### config.mk
export PLATFORM = sky130hd
export DESIGN_NAME = noc_input_port_flat
export DESIGN_NICKNAME = d
export VERILOG_FILES = /design/src/rtl/noc_input_port_if.sv /design/src/rtl/noc_input_port.sv /design/src/flat_wrapper.sv
export SDC_FILE = /design/constraint.sdc
export NUM_CORES = 1
export LEC_CHECK = 0
export ABC_AREA = 1
export ABC_CLOCK_PERIOD_IN_PS = 3400
export CAP_MARGIN = 15
export CELL_PAD_IN_SITES_DETAIL_PLACEMENT = 1
export CELL_PAD_IN_SITES_GLOBAL_PLACEMENT = 1
export CORE_AREA = 2 2 163 165
export DETAILED_ROUTE_END_ITERATION = 6
export DIE_AREA = 0 0 165 167
export MAX_ROUTING_LAYER = met4
export PLACE_DENSITY_LB_ADDON = 0.05
export SLEW_MARGIN = 20
export SYNTH_ARGS = -nofsm -noshare
export SYNTH_HDL_FRONTEND = slang
export SYNTH_SLANG_ARGS = --single-unit
### constraint.sdc
create_clock -name clk -period 3.4 [get_ports clk]
set_input_delay 0.34 -clock clk [delete_from_list [all_inputs] [get_ports clk]]
set_output_delay 0.34 -clock clk [all_outputs]
set_load 0.03 [all_outputs]
### src/rtl/noc_input_port_if.sv
// Link bundle of one mesh router input port: upstream send/ready/data plus
// the five request/data buses toward the output arbiters and their pop strobes.
interface noc_input_port_if #(
  parameter int DATA_WIDTH = 64
);
  logic                  si;
  logic                  ri;
  logic [DATA_WIDTH-1:0] datai;
  logic                  buf_clear_1;
  logic                  buf_clear_2;
  logic                  buf_clear_3;
  logic                  buf_clear_4;
  logic [4:0]            reqL;
  logic [4:0]            reqR;
  logic [4:0]            reqU;
  logic [4:0]            reqD;
  logic [4:0]            reqPE;
  logic [DATA_WIDTH-1:0] dataoL;
  logic [DATA_WIDTH-1:0] dataoR;
  logic [DATA_WIDTH-1:0] dataoU;
  logic [DATA_WIDTH-1:0] dataoD;
  logic [DATA_WIDTH-1:0] dataoPE;

  modport master (
    output si, datai, buf_clear_1, buf_clear_2, buf_clear_3, buf_clear_4,
    input  ri, reqL, reqR, reqU, reqD, reqPE,
    input  dataoL, dataoR, dataoU, dataoD, dataoPE
  );

  modport slave (
    input  si, datai, buf_clear_1, buf_clear_2, buf_clear_3, buf_clear_4,
    output ri, reqL, reqR, reqU, reqD, reqPE,
    output dataoL, dataoR, dataoU, dataoD, dataoPE
  );
endinterface

### src/rtl/noc_input_port.sv
// Mesh NoC router input port: a small FIFO buffers upstream packets and the
// head entry is XY-routed to exactly one of the five output arbiters.
module noc_input_port #(
  parameter int          DATA_WIDTH      = 64,
  parameter logic [15:0] CURRENT_ADDRESS = 16'h0000,
  parameter logic [4:0]  DIRECTION       = 5'b00001,
  parameter int          BUFFER_DEPTH    = 1
) (
  input logic              clk,
  input logic              rst,
  noc_input_port_if.slave  link
);
  localparam int PTR_W = (BUFFER_DEPTH > 1) ? $clog2(BUFFER_DEPTH) : 1;
  localparam int CNT_W = $clog2(BUFFER_DEPTH + 1);
  localparam logic [PTR_W-1:0] LAST_PTR = PTR_W'(BUFFER_DEPTH - 1);
  localparam logic [CNT_W-1:0] FULL_CNT = CNT_W'(BUFFER_DEPTH);

  typedef enum logic [2:0] {
    ROUTE_NONE,
    ROUTE_L,
    ROUTE_R,
    ROUTE_U,
    ROUTE_D,
    ROUTE_PE
  } route_t;

  logic [DATA_WIDTH-1:0] mem [BUFFER_DEPTH];
  logic [PTR_W-1:0]      wr_ptr;
  logic [PTR_W-1:0]      rd_ptr;
  logic [CNT_W-1:0]      count;
  logic                  any_clear;
  logic                  push;
  logic                  pop;
  logic [DATA_WIDTH-1:0] head;
  logic [7:0]            dest_x;
  logic [7:0]            dest_y;
  route_t                route;

  assign any_clear = link.buf_clear_1 | link.buf_clear_2 |
                     link.buf_clear_3 | link.buf_clear_4;
  assign link.ri   = (count != FULL_CNT);
  assign push      = link.si & link.ri;
  assign pop       = (count != '0) & any_clear;
  assign head      = mem[rd_ptr];
  assign dest_x    = head[47:40];
  assign dest_y    = head[39:32];

  // Storage carries no reset: entries are only observed while count says they are valid.
  always_ff @(posedge clk) begin
    if (push) begin
      mem[wr_ptr] <= link.datai;
    end
  end

  always_ff @(posedge clk or negedge rst) begin
    if (!rst) begin
      wr_ptr <= '0;
      rd_ptr <= '0;
      count  <= '0;
    end else begin
      if (push) begin
        wr_ptr <= (wr_ptr == LAST_PTR) ? '0 : wr_ptr + 1'b1;
      end
      if (pop) begin
        rd_ptr <= (rd_ptr == LAST_PTR) ? '0 : rd_ptr + 1'b1;
      end
      case ({push, pop})
        2'b10:   count <= count + 1'b1;
        2'b01:   count <= count - 1'b1;
        default: count <= count;
      endcase
    end
  end

  // Dimension-ordered routing: resolve X fully before considering Y.
  always_comb begin
    route = ROUTE_NONE;
    if (count != '0) begin
      if (dest_x > CURRENT_ADDRESS[15:8]) begin
        route = ROUTE_R;
      end else if (dest_x < CURRENT_ADDRESS[15:8]) begin
        route = ROUTE_L;
      end else if (dest_y > CURRENT_ADDRESS[7:0]) begin
        route = ROUTE_U;
      end else if (dest_y < CURRENT_ADDRESS[7:0]) begin
        route = ROUTE_D;
      end else begin
        route = ROUTE_PE;
      end
    end
  end

  always_comb begin
    link.reqL    = '0;
    link.reqR    = '0;
    link.reqU    = '0;
    link.reqD    = '0;
    link.reqPE   = '0;
    link.dataoL  = '0;
    link.dataoR  = '0;
    link.dataoU  = '0;
    link.dataoD  = '0;
    link.dataoPE = '0;
    case (route)
      ROUTE_L: begin
        link.reqL   = DIRECTION;
        link.dataoL = head;
      end
      ROUTE_R: begin
        link.reqR   = DIRECTION;
        link.dataoR = head;
      end
      ROUTE_U: begin
        link.reqU   = DIRECTION;
        link.dataoU = head;
      end
      ROUTE_D: begin
        link.reqD   = DIRECTION;
        link.dataoD = head;
      end
      ROUTE_PE: begin
        link.reqPE   = DIRECTION;
        link.dataoPE = head;
      end
      default: begin
      end
    endcase
  end
endmodule

### src/flat_wrapper.sv
// flat-port wrapper written by rule: the top's interface ports become plain ports
module noc_input_port_flat 
#(
  parameter int          DATA_WIDTH      = 64,
  parameter logic [15:0] CURRENT_ADDRESS = 16'h0000,
  parameter logic [4:0]  DIRECTION       = 5'b00001,
  parameter int          BUFFER_DEPTH    = 1
)
  (clk, rst, link_si, link_datai, link_buf_clear_1, link_buf_clear_2, link_buf_clear_3, link_buf_clear_4, link_ri, link_reqL, link_reqR, link_reqU, link_reqD, link_reqPE, link_dataoL, link_dataoR, link_dataoU, link_dataoD, link_dataoPE);
  noc_input_port_if #(.DATA_WIDTH(DATA_WIDTH)) link_i ();
  input logic clk;
  input logic rst;
  input wire logic [$bits(link_i.si)-1:0] link_si;
  input wire logic [$bits(link_i.datai)-1:0] link_datai;
  input wire logic [$bits(link_i.buf_clear_1)-1:0] link_buf_clear_1;
  input wire logic [$bits(link_i.buf_clear_2)-1:0] link_buf_clear_2;
  input wire logic [$bits(link_i.buf_clear_3)-1:0] link_buf_clear_3;
  input wire logic [$bits(link_i.buf_clear_4)-1:0] link_buf_clear_4;
  output wire logic [$bits(link_i.ri)-1:0] link_ri;
  output wire logic [$bits(link_i.reqL)-1:0] link_reqL;
  output wire logic [$bits(link_i.reqR)-1:0] link_reqR;
  output wire logic [$bits(link_i.reqU)-1:0] link_reqU;
  output wire logic [$bits(link_i.reqD)-1:0] link_reqD;
  output wire logic [$bits(link_i.reqPE)-1:0] link_reqPE;
  output wire logic [$bits(link_i.dataoL)-1:0] link_dataoL;
  output wire logic [$bits(link_i.dataoR)-1:0] link_dataoR;
  output wire logic [$bits(link_i.dataoU)-1:0] link_dataoU;
  output wire logic [$bits(link_i.dataoD)-1:0] link_dataoD;
  output wire logic [$bits(link_i.dataoPE)-1:0] link_dataoPE;
  assign link_i.si = link_si;
  assign link_i.datai = link_datai;
  assign link_i.buf_clear_1 = link_buf_clear_1;
  assign link_i.buf_clear_2 = link_buf_clear_2;
  assign link_i.buf_clear_3 = link_buf_clear_3;
  assign link_i.buf_clear_4 = link_buf_clear_4;
  assign link_ri = link_i.ri;
  assign link_reqL = link_i.reqL;
  assign link_reqR = link_i.reqR;
  assign link_reqU = link_i.reqU;
  assign link_reqD = link_i.reqD;
  assign link_reqPE = link_i.reqPE;
  assign link_dataoL = link_i.dataoL;
  assign link_dataoR = link_i.dataoR;
  assign link_dataoU = link_i.dataoU;
  assign link_dataoD = link_i.dataoD;
  assign link_dataoPE = link_i.dataoPE;
  noc_input_port #(.DATA_WIDTH(DATA_WIDTH), .CURRENT_ADDRESS(CURRENT_ADDRESS), .DIRECTION(DIRECTION), .BUFFER_DEPTH(BUFFER_DEPTH)) u_core (.clk(clk), .rst(rst), .link(link_i));
endmodule
---- Word level (Yosys, flattened, before mapping) ----
Memories as Yosys holds them, arrays and structs flattened.
Index checks and enable logic that the tools add are counted.
word-level totals
  register bits ........................... 1
  RAM bits ................................ 64
  input bits .............................. 71
  output and inout bits ................... 346
  word-level logic and storage cells ...... 40
  memories kept ........................... 1
operators by class
  $add $sub $neg .......................... 2
  magnitude comparators ................... 4
  eq/ne operators ......................... 7
  mux-type cells .......................... 18
  bitwise gates (word level) .............. 6
  reduce and logical (&&, ||, !) cells .... 1
memory list
  name        words  width  rd ports  clocked after Yosys merged registers in  write ports  line                  text
  u_core.mem  1      64     1         0                                        1            noc_input_port.sv:27  logic [DATA_WIDTH-1:0] mem [BUFFER_DEPTH];
operator list
  cell                                                           number
  2-to-1 mux 64 bit                                              5
  greater-than comparator 8 x 1 -> 1 bit, second input constant  2
  less-than comparator 8 x 1 -> 1 bit, second input constant     2
  2-to-1 mux 3 bit                                               4
  2-to-1 mux 1 bit                                               8
  equality test 3 x 2 -> 1 bit, second input constant            2
  equality test 3 bit, second input constant                     2
  equality test 3 x 1 -> 1 bit, second input constant            1
  bitwise OR 1 bit                                               3
  AND 1 bit                                                      2
  equality test 2 x 1 -> 1 bit, second input constant            1
  equality test 2 bit, second input constant                     1
  one-hot mux 1 bit (2 select lines)                             1
  nonzero test 2 bit                                             1
  adder 1 bit, second input constant                             1
  NOT 1 bit                                                      1
  subtractor 1 bit, second input constant                        1

---- Logic depth before layout (Yosys ltp) ----
Gate-level depths: netlist of the first run.
An unclocked memory read counts as a cell.
  depth after elaboration ................. 9
  mapped depth ............................ 8
  gate-level depth less buffers ........... 6

---- Worst setup path after synthesis of the first run ----
No wires, ideal clock.
  path kind ............................... flip-flop to flip-flop
  start point ............................. reg u_core.count
  end point ............................... mem u_core.mem[0][0] (enable)
  setup time .............................. 0.488 ns
  arrival time ............................ 3.134 ns
  required time ........................... 2.912 ns
  path slack .............................. -0.223 ns
  stages on the path, launching flop included .. 2
  clock period less this slack ............ 3.623 ns
  cell sequence ........................... dfrtp_1 -> nor2_1
on the way
  cells in the longest elaborated chain, start to end .. 4
ends and longest elaborated chain
  item                                    line                  text
  start: declaration                      noc_input_port.sv:30  logic [CNT_W-1:0] count;
  start signal: assignment                noc_input_port.sv:68  2'b10: count <= count + 1'b1;
  start signal: assignment                noc_input_port.sv:69  2'b01: count <= count - 1'b1;
  start signal: assignment                noc_input_port.sv:70  default: count <= count;
  NOT 1 bit                               noc_input_port.sv:41  assign link.ri = (count != FULL_CNT);
  AND 1 bit                               noc_input_port.sv:42  assign push = link.si & link.ri;
  net u_core.push                         noc_input_port.sv:32  logic push;
  2-to-1 mux 1 bit                        noc_input_port.sv:50  if (push) begin
  2-to-1 mux 1 bit (implied by the code)  noc_input_port.sv:51  mem[wr_ptr] <= link.datai;
  end: declaration                        noc_input_port.sv:27
The timed path passes the listed nets, and every way through them passes these cells.

---- Worst setup path after layout of the first run ----
  start point ............................. mem u_core.mem[0][43]
  end point ............................... out link_dataoU[34]
on the way
  cells in the longest elaborated chain, start to end .. 7
  elaborated cells on any way between the ends .. 8
ends and longest elaborated chain
  item                                 line                   text
  memory (1 x 64 bit) *                --
  less-than comparator 8 x 1 -> 1 bit  noc_input_port.sv:81   end else if (dest_x < CURRENT_ADDRESS[15:8]) begin
  2-to-1 mux 3 bit                     noc_input_port.sv:81
  2-to-1 mux 3 bit *                   noc_input_port.sv:79   if (dest_x > CURRENT_ADDRESS[15:8]) begin
  2-to-1 mux 3 bit *                   noc_input_port.sv:78   if (count != '0) begin
  equality test 3 x 2 -> 1 bit *       noc_input_port.sv:104  case (route)
  2-to-1 mux 64 bit *                  noc_input_port.sv:104
  end: declaration                     flat_wrapper.sv:27     output wire logic [$bits(link_i.dataoU)-1:0] link_dataoU;
Mark *: on every way between the ends. The rest lies on a longest branch, timed or not.

==> out/metrics.csv, run 1 <==
stage,metric,value,unit
synth,mapped cell area,4540,sq um
layout,"commonest non-fill, non-tap cells in the layout","174 x conb_1, 137 x clkdlybuf4s50_1, 105 x buf_4, 83 x nor2_1, 64 x edfxtp_1",
pwr,PnR Total Power,2.65,mW
pwr,register share of total power,0.360,
clock_tree,Root Driver,clkbuf_16,
timing,post-route setup TNS,0,ns
setup_path,CP Class,register to output port,
timing,slew margin rel.,0.627,
placement,DP HPWL,13100,um
layout,layout cells sized above 1,0.221,
setup_path,"Req. time, crit path",3.06,ns
floorplan,IO Count,417,
layout,Final Net Count,830,
timing,RSZ-0062 raised after global routing,false,
run,Max-Cap Viols,0,
setup_path,startpoint types,register,
timing,fmax,359,MHz
pwr,maximum VDD drop,204,uV
synth,Cell variety after synth,18,
detailed_routing,Routed WL,16400,um
floorplan,initial core utilization,0.176,
synth,Syn Inst Count,521,
timing,min Tclk post-route,2.79,ns
setup_path,Critical Path End Type,output port,
global_routing,global-route wire length before repair,22800,um
pwr,P_sw,0.891,mW
detailed_routing,Vias/cell,3.34,
pwr,Clock Power Share,0.385,
detailed_routing,drt pass-1 iters,4,
timing,"Worst Setup Slack, final",0.613,ns
floorplan,Die Wd,165,um
placement,setup slack at placement,0.898,ns
clock_tree,# resized after CTS,0,
global_routing,vias in the first global route,3652,
clock_tree,Worst-path clk slew,0.06,ns
floorplan,core area,25800,sq um
clock_tree,cts hold-fix bufs,0,
setup_path,max incr delay on CP,0.40,ns
timing,worst slew pin tran,0.558,ns
timing,Tcrit/Tclk final,0.820,
placement,IO Port Bufs,242,
detailed_routing,drt initial violations,70,
detailed_routing,number of remaining DRC errors,0,
synth,#FFs+latches synth,65,
global_routing,largest net degree at the start of global routing,36,
pwr,PwrDens,387,nW/um^2
global_routing,gr usage total,0.117,
placement,routability cong.,0.744,
setup_path,CP dominant cell by count,buf_4,
detailed_routing,wire length on met2,8650,um
run_status,status,completed,
detailed_routing,vias after detailed routing,3677,
clock_tree,TritonCTS buffer count,9,
global_routing,grt total ovfl,0,
clock_tree,later-pin clock latency in the skew report,0.34,ns
setup_path,Critical Path AT,2.45,ns
detailed_routing,per-cell routed wire length,14.9,um
timing,Slew Limit Fails,0,
layout,fin util,0.266,
global_routing,antenna violations before repair,2,
pwr,Lkg Pwr,3.20,nW
clock_tree,H-tree levels,3,
synth,sequential area share after synthesis,0.429,
clock_tree,# Post-CTS Setup Buffers,0,
pwr,Sw Share,0.336,
timing,"Hold Violations, Final",0,
timing,Setup Viol. Count Final,0,
setup_path,maximum fanout along the worst path,31,
detailed_routing,Post-Route M1 WL,5970,um
layout,"commonest non-fill, non-tap cell in the layout",conb_1,
floorplan,number of cell rows,59,
layout,Fillers,3078,
clock_tree,CTS tree,built,
pwr,Logic pwr share,0.255,
setup_path,crit-path cells,nor2_1 -> nand2_1 -> nor2_4 -> buf_4 -> nand3_4 -> buf_4 -> nor2_1 -> buf_4,
timing,Post-Route Skew,0.00459,ns
synth,Yosys Warn Count,0,
layout,layout overhead on the synthesized area,51.0,%
detailed_routing,"antenna viol nets, final",0,
setup_path,slowest CP cell,edfxtp_1,
clock_tree,Max clock buf depth,2,
clock_tree,clk sinks,65,
hold_path,min-delay worst type,input port to async pin,
synth,Syn Area/Cell,8.72,sq um
detailed_routing,WL met3,1520,um
setup_path,Register-to-Register Path Depth,2,
pwr,Internal,1.76,mW
floorplan,DIE HEIGHT,167,um
detailed_routing,highest metal used,met4,
floorplan,die area,27600,sq um
==> path summary, 6_finish.rpt <==
path	start	to	slack (ns)
max in group asynchronous	rst	u_core.count	3.14
min in group clk	link_datai[10]	u_core.mem[0][10]	0.55
setup reg to reg	u_core.count	u_core.mem[0][26]	1.75
setup / recovery	u_core.mem[0][43]	link_dataoU[34]	0.61
hold / removal	rst	u_core.count	0.15
hold reg to reg	u_core.count	u_core.count	0.71
==> layer usage <==
layer	track usage	up-vias
li1	-	1739
met1	0.120	1709
met2	0.208	215
met3	0.0391	14
met4	0.0359	0
met5	-	-
==> power groups by stage <==
stage	clock [mW]	combinational [mW]	sequential, mW
6_report	1.02	0.677	0.954
5_1_grt	1.09	0.721	0.959
4_1_cts	1.06	0.681	0.955
3_5_place_dp	0	0.679	0.972
3_3_place_gp	0	0.679	0.971
2_1_floorplan	0	0.602	0.968
==> synth_stat cells <==
cell,count,share of area
buf_2,1,0.0011
buf_4,176,0.29
buf_6,5,0.012
clkbuf_1,15,0.012
conb_1,1,0.00083
dfrtp_1,1,0.0055
edfxtp_1,64,0.42
inv_1,63,0.052
inv_2,3,0.0025
nand2_1,11,0.0091
nand3_1,1,0.0011
nand3_2,1,0.0022
nor2_1,84,0.069
nor2_2,32,0.044
nor2_4,1,0.0025
nor3_1,57,0.063
nor3b_1,4,0.0066
o21ai_0,1,0.0011
==> final cells by class <==
cell class                      instances  area [sq um]  area share
Antenna cell                            2          5.00    0.000730
Clock buffer                            9           225      0.0329
Multi-Input combinational cell        366          1580       0.230
Tap cell                              335           419      0.0611
Clock inverter                          7          95.1      0.0139
Sequential cell                        65          1950       0.284
Timing Repair Buffer                  251          2340       0.341
Inverter                               66           248      0.0361
==> state kept, by name (all words and copies together) (netlist names) <==
| signal | flops |
|---|---|
| u_core.mem | 64 |
| u_core.count | 1 |
==> logic make-up (layout without fill, tap and decap cells) <==
group	Yosys count	count (layout)	share of synthesized area
buffers and inverters	263	333	0.371
and+or+nand+nor	191	191	0.198
AOI/OAI and AO/OA	1	1	0.00110
DFF	65	65	0.429
other	1	176	0.000826
==> per-stage QoR <==
stage,area [sq um],cells,hold WS [ns]
floorplan,5190,694,0.0444
global placement,6530,1083,0.503
detailed placement,6530,1083,0.506
CTS,6850,1099,0.141
global route,6860,1101,0.143
finish,6860,1101,0.152
==> critical path: cells and delay by family (launching register included) <==
kind / cells / cell delay [ns]
buf+inv: 3 / 0.78
flops: 1 / 0.40
simple gates: 5 / 0.92
Note: power is estimated with default switching activity, not from simulation.
==> run 2: changes to the inputs <==
--- a/config.mk
+++ b/config.mk
@@ -6,7 +6,7 @@
 export NUM_CORES = 1
 export LEC_CHECK = 0
 export ABC_AREA = 1
-export ABC_CLOCK_PERIOD_IN_PS = 3400
+export ABC_CLOCK_PERIOD_IN_PS = 2470
 export CAP_MARGIN = 15
 export CELL_PAD_IN_SITES_DETAIL_PLACEMENT = 1
 export CELL_PAD_IN_SITES_GLOBAL_PLACEMENT = 1
==> constraint.sdc (replaced) <==
create_clock -name clk -period 2.47 [get_ports clk]
set_input_delay 0.247 -clock clk [delete_from_list [all_inputs] [get_ports clk]]
set_output_delay 0.247 -clock clk [all_outputs]
set_load 0.03 [all_outputs]
==> out/metrics.csv, run 2 (same netlist as run 1, synthesis figures left out) <==
stage,metric,value,unit,change
detailed_routing,number of remaining DRC errors,0,,unchanged
clock_tree,TritonCTS buffer count,9,,unchanged
setup_path,"CP delay by family, top",buffers and inverters,,
detailed_routing,Vias/cell,3.38,,+1.3%
global_routing,gr usage total,0.120,,+0.00303
floorplan,number of cell rows,59,,unchanged
setup_path,crit path capture,link_dataoR[53],,
timing,"Hold Violations, Final",0,,unchanged
global_routing,antenna violations before repair,4,,+2
timing,Setup Viol. Count Final,0,,unchanged
global_routing,global-route wire length before repair,23700,um,+3.9%
pwr,Lkg Pwr,3.72,nW,+16%
pwr,Sw Share,0.347,,+0.0107
clock_tree,Root Driver,clkbuf_16,,
timing,min Tclk post-route,2.36,ns,
layout,"commonest non-fill, non-tap cell in the layout",conb_1,,
global_routing,vias in the first global route,3801,,+4.1%
layout,Top reg by flops,u_core.mem,,
layout,layout overhead on the synthesized area,53.0,%,
timing,fmax,424,MHz,
pwr,maximum VDD drop,282,uV,+38%
pwr,Internal,2.32,mW,+32%
setup_path,Register-to-Register Path Depth,3,,+1
placement,routability cong.,0.747,,+0.38%
pwr,PwrDens,511,nW/um^2,+32%
floorplan,die area,27600,sq um,unchanged
clock_tree,later-pin clock latency in the skew report,0.34,ns,about the same
timing,Final Hold Slack,0.0585,ns,-0.0939 ns
pwr,P_sw,1.23,mW,+38%
pwr,Logic pwr share,0.261,,+0.006
floorplan,DIE HEIGHT,167,um,unchanged
timing,Post-Route Skew,0.00621,ns,+0.00162 ns
layout,max reg flops,64,,unchanged
timing,post-route setup TNS,0,ns,unchanged
hold_path,min-delay worst type,input port to async pin,,
placement,Placed Instances,1087,,+0.37%
floorplan,IO Count,417,,unchanged
setup_path,reg2reg setup slack,1.00,ns,-0.75 ns
timing,Slew Limit Fails,0,,unchanged
setup_path,buffer and inverter count on the worst path,2,,-1
detailed_routing,drt initial violations,83,,+19%
clock_tree,# Post-CTS Setup Buffers,0,,unchanged
setup_path,maximum fanout along the worst path,42,,+35%
pwr,register share of total power,0.369,,+0.009
setup_path,Worst Setup SP,u_core.mem[0][47],,
layout,layout cells sized above 1,0.233,,+0.0119
global_routing,largest net degree at the start of global routing,43,,+19%
run_status,status,completed,,
setup_path,"Req. time, crit path",2.22,ns,-0.84 ns
clock_tree,CTS tree,built,,
setup_path,CP Class,register to output port,,
layout,Top Registers,"u_core.mem (64), u_core.count (1)",,
setup_path,slowest CP cell,clkdlybuf4s50_1,,
setup_path,WP depth,6,,-2
layout,Final Net Count,834,,+0.48%
clock_tree,clk sinks,65,,unchanged
detailed_routing,"antenna viol nets, final",0,,unchanged
setup_path,max incr delay on CP,0.61,ns,+0.21 ns
detailed_routing,vias after detailed routing,3744,,+1.8%
timing,Tcrit/Tclk final,0.955,,
floorplan,initial core utilization,0.176,,unchanged
setup_path,crit-path cells,nor2_1 -> nand2_1 -> nor2_4 -> buf_12 -> nor3_1 -> clkdlybuf4s50_1,,
detailed_routing,drt pass-1 iters,4,,unchanged
layout,Multi-input gate area,1590,sq um,+0.79%
floorplan,core area,25800,sq um,unchanged
pwr,PnR Total Power,3.55,mW,+34%
layout,Fillers,3096,,+0.58%
detailed_routing,Routed WL,16500,um,+0.73%
layout,storage element area,1950,sq um,unchanged
floorplan,Die Wd,165,um,unchanged
setup_path,FF-to-FF Start,u_core.count,,
detailed_routing,per-cell routed wire length,14.9,um,+0.18%
setup_path,FF-to-FF End,u_core.mem[0][9],,
placement,IO Port Bufs,242,,unchanged
global_routing,grt total ovfl,0,,unchanged
layout,"commonest non-fill, non-tap cells in the layout","174 x conb_1, 113 x buf_4, 99 x clkdlybuf4s50_1, 81 x nor2_1, 64 x edfxtp_1",,
setup_path,startpoint types,register,,
pwr,Clock Power Share,0.370,,-0.015
setup_path,Critical Path AT,2.11,ns,-0.34 ns
clock_tree,Worst-path clk slew,0.06,ns,about the same
clock_tree,H-tree levels,3,,unchanged
placement,DP HPWL,13000,um,-1.0%
layout,Non-Filler Instances,1107,,+0.54%
setup_path,Critical Path End Type,output port,,
run,Max-Cap Viols,0,,unchanged
clock_tree,Max clock buf depth,2,,unchanged
run 2: cell count changes in the layout (fill, tap and decap cells not counted), sizes merged:
cell           change
buf                +9
bufinv             -1
clkbuf             +1
clkdlybuf4s50     -38
diode              +2
dlymetal6s2s      +33
run 2: stage by stage:
step | setup slack (ns) | area [sq um] | util
5_1_grt | -0.00331 | 6950 | 0.270
3_5_place_dp | 0.248 | 6510 | 0.253
3_3_place_gp | 0.288 | 6510 | 0.253
4_1_cts | 0.0245 | 6820 | 0.265
2_1_floorplan | 0.577 | 5200 | -
6_report | 0.111 | 6950 | 0.270
run 2: final cells by class:
cell class / instances / share of cell area
Antenna cell: 4 / 0.00144
Clock buffer: 10 / 0.0330
Clock inverter: 6 / 0.00991
Inverter: 66 / 0.0357
Multi-Input combinational cell: 366 / 0.229
Sequential cell: 65 / 0.280
Tap cell: 335 / 0.0603
Timing Repair Buffer: 255 / 0.351
run 2: what timing repair did:
item                       in CTS  in global routing
hold endpoints to repair        0                  0
hold buffers                    0                  0
setup endpoints to repair      38                 77
gates cloned                    0                  0
pin swaps                       0                  1
resized for setup               3                 41
run 2: worst reg2reg max path, cell delays in order, from the launching register on:
cell and delay [ns]:
dfrtp_1 0.39, buf_4 0.18, nor2_4 0.11, buf_4 0.43
run 2: per-layer routing:
metal / vias up / track usage / routed length (um)
met3: 13 / 0.0406 / 1610
met4: 0 / 0.0321 / 178
met2: 222 / 0.210 / 8700
met5: - / - / 0
li1: 1750 / - / -
met1: 1759 / 0.128 / 6000
run 2: power groups by stage:
stage | registers, mW | clock network [mW] | logic, mW
after floorplan | 1.33 | 0 | 0.829
after global placement | 1.33 | 0 | 0.928
after detailed placement | 1.33 | 0 | 0.930
after CTS | 1.31 | 1.38 | 0.932
after global routing | 1.32 | 1.41 | 0.989
final | 1.31 | 1.32 | 0.926
run 2: worst min-delay path by stage:
stage / startpoint / end / depth (start not counted)
3_5_place_dp: rst / u_core.count / 1
3_3_place_gp: rst / u_core.count / 1
6_report: rst / u_core.count / 1
2_1_floorplan: rst / u_core.count / 0
5_1_grt: rst / u_core.count / 1
4_1_cts: rst / u_core.count / 1
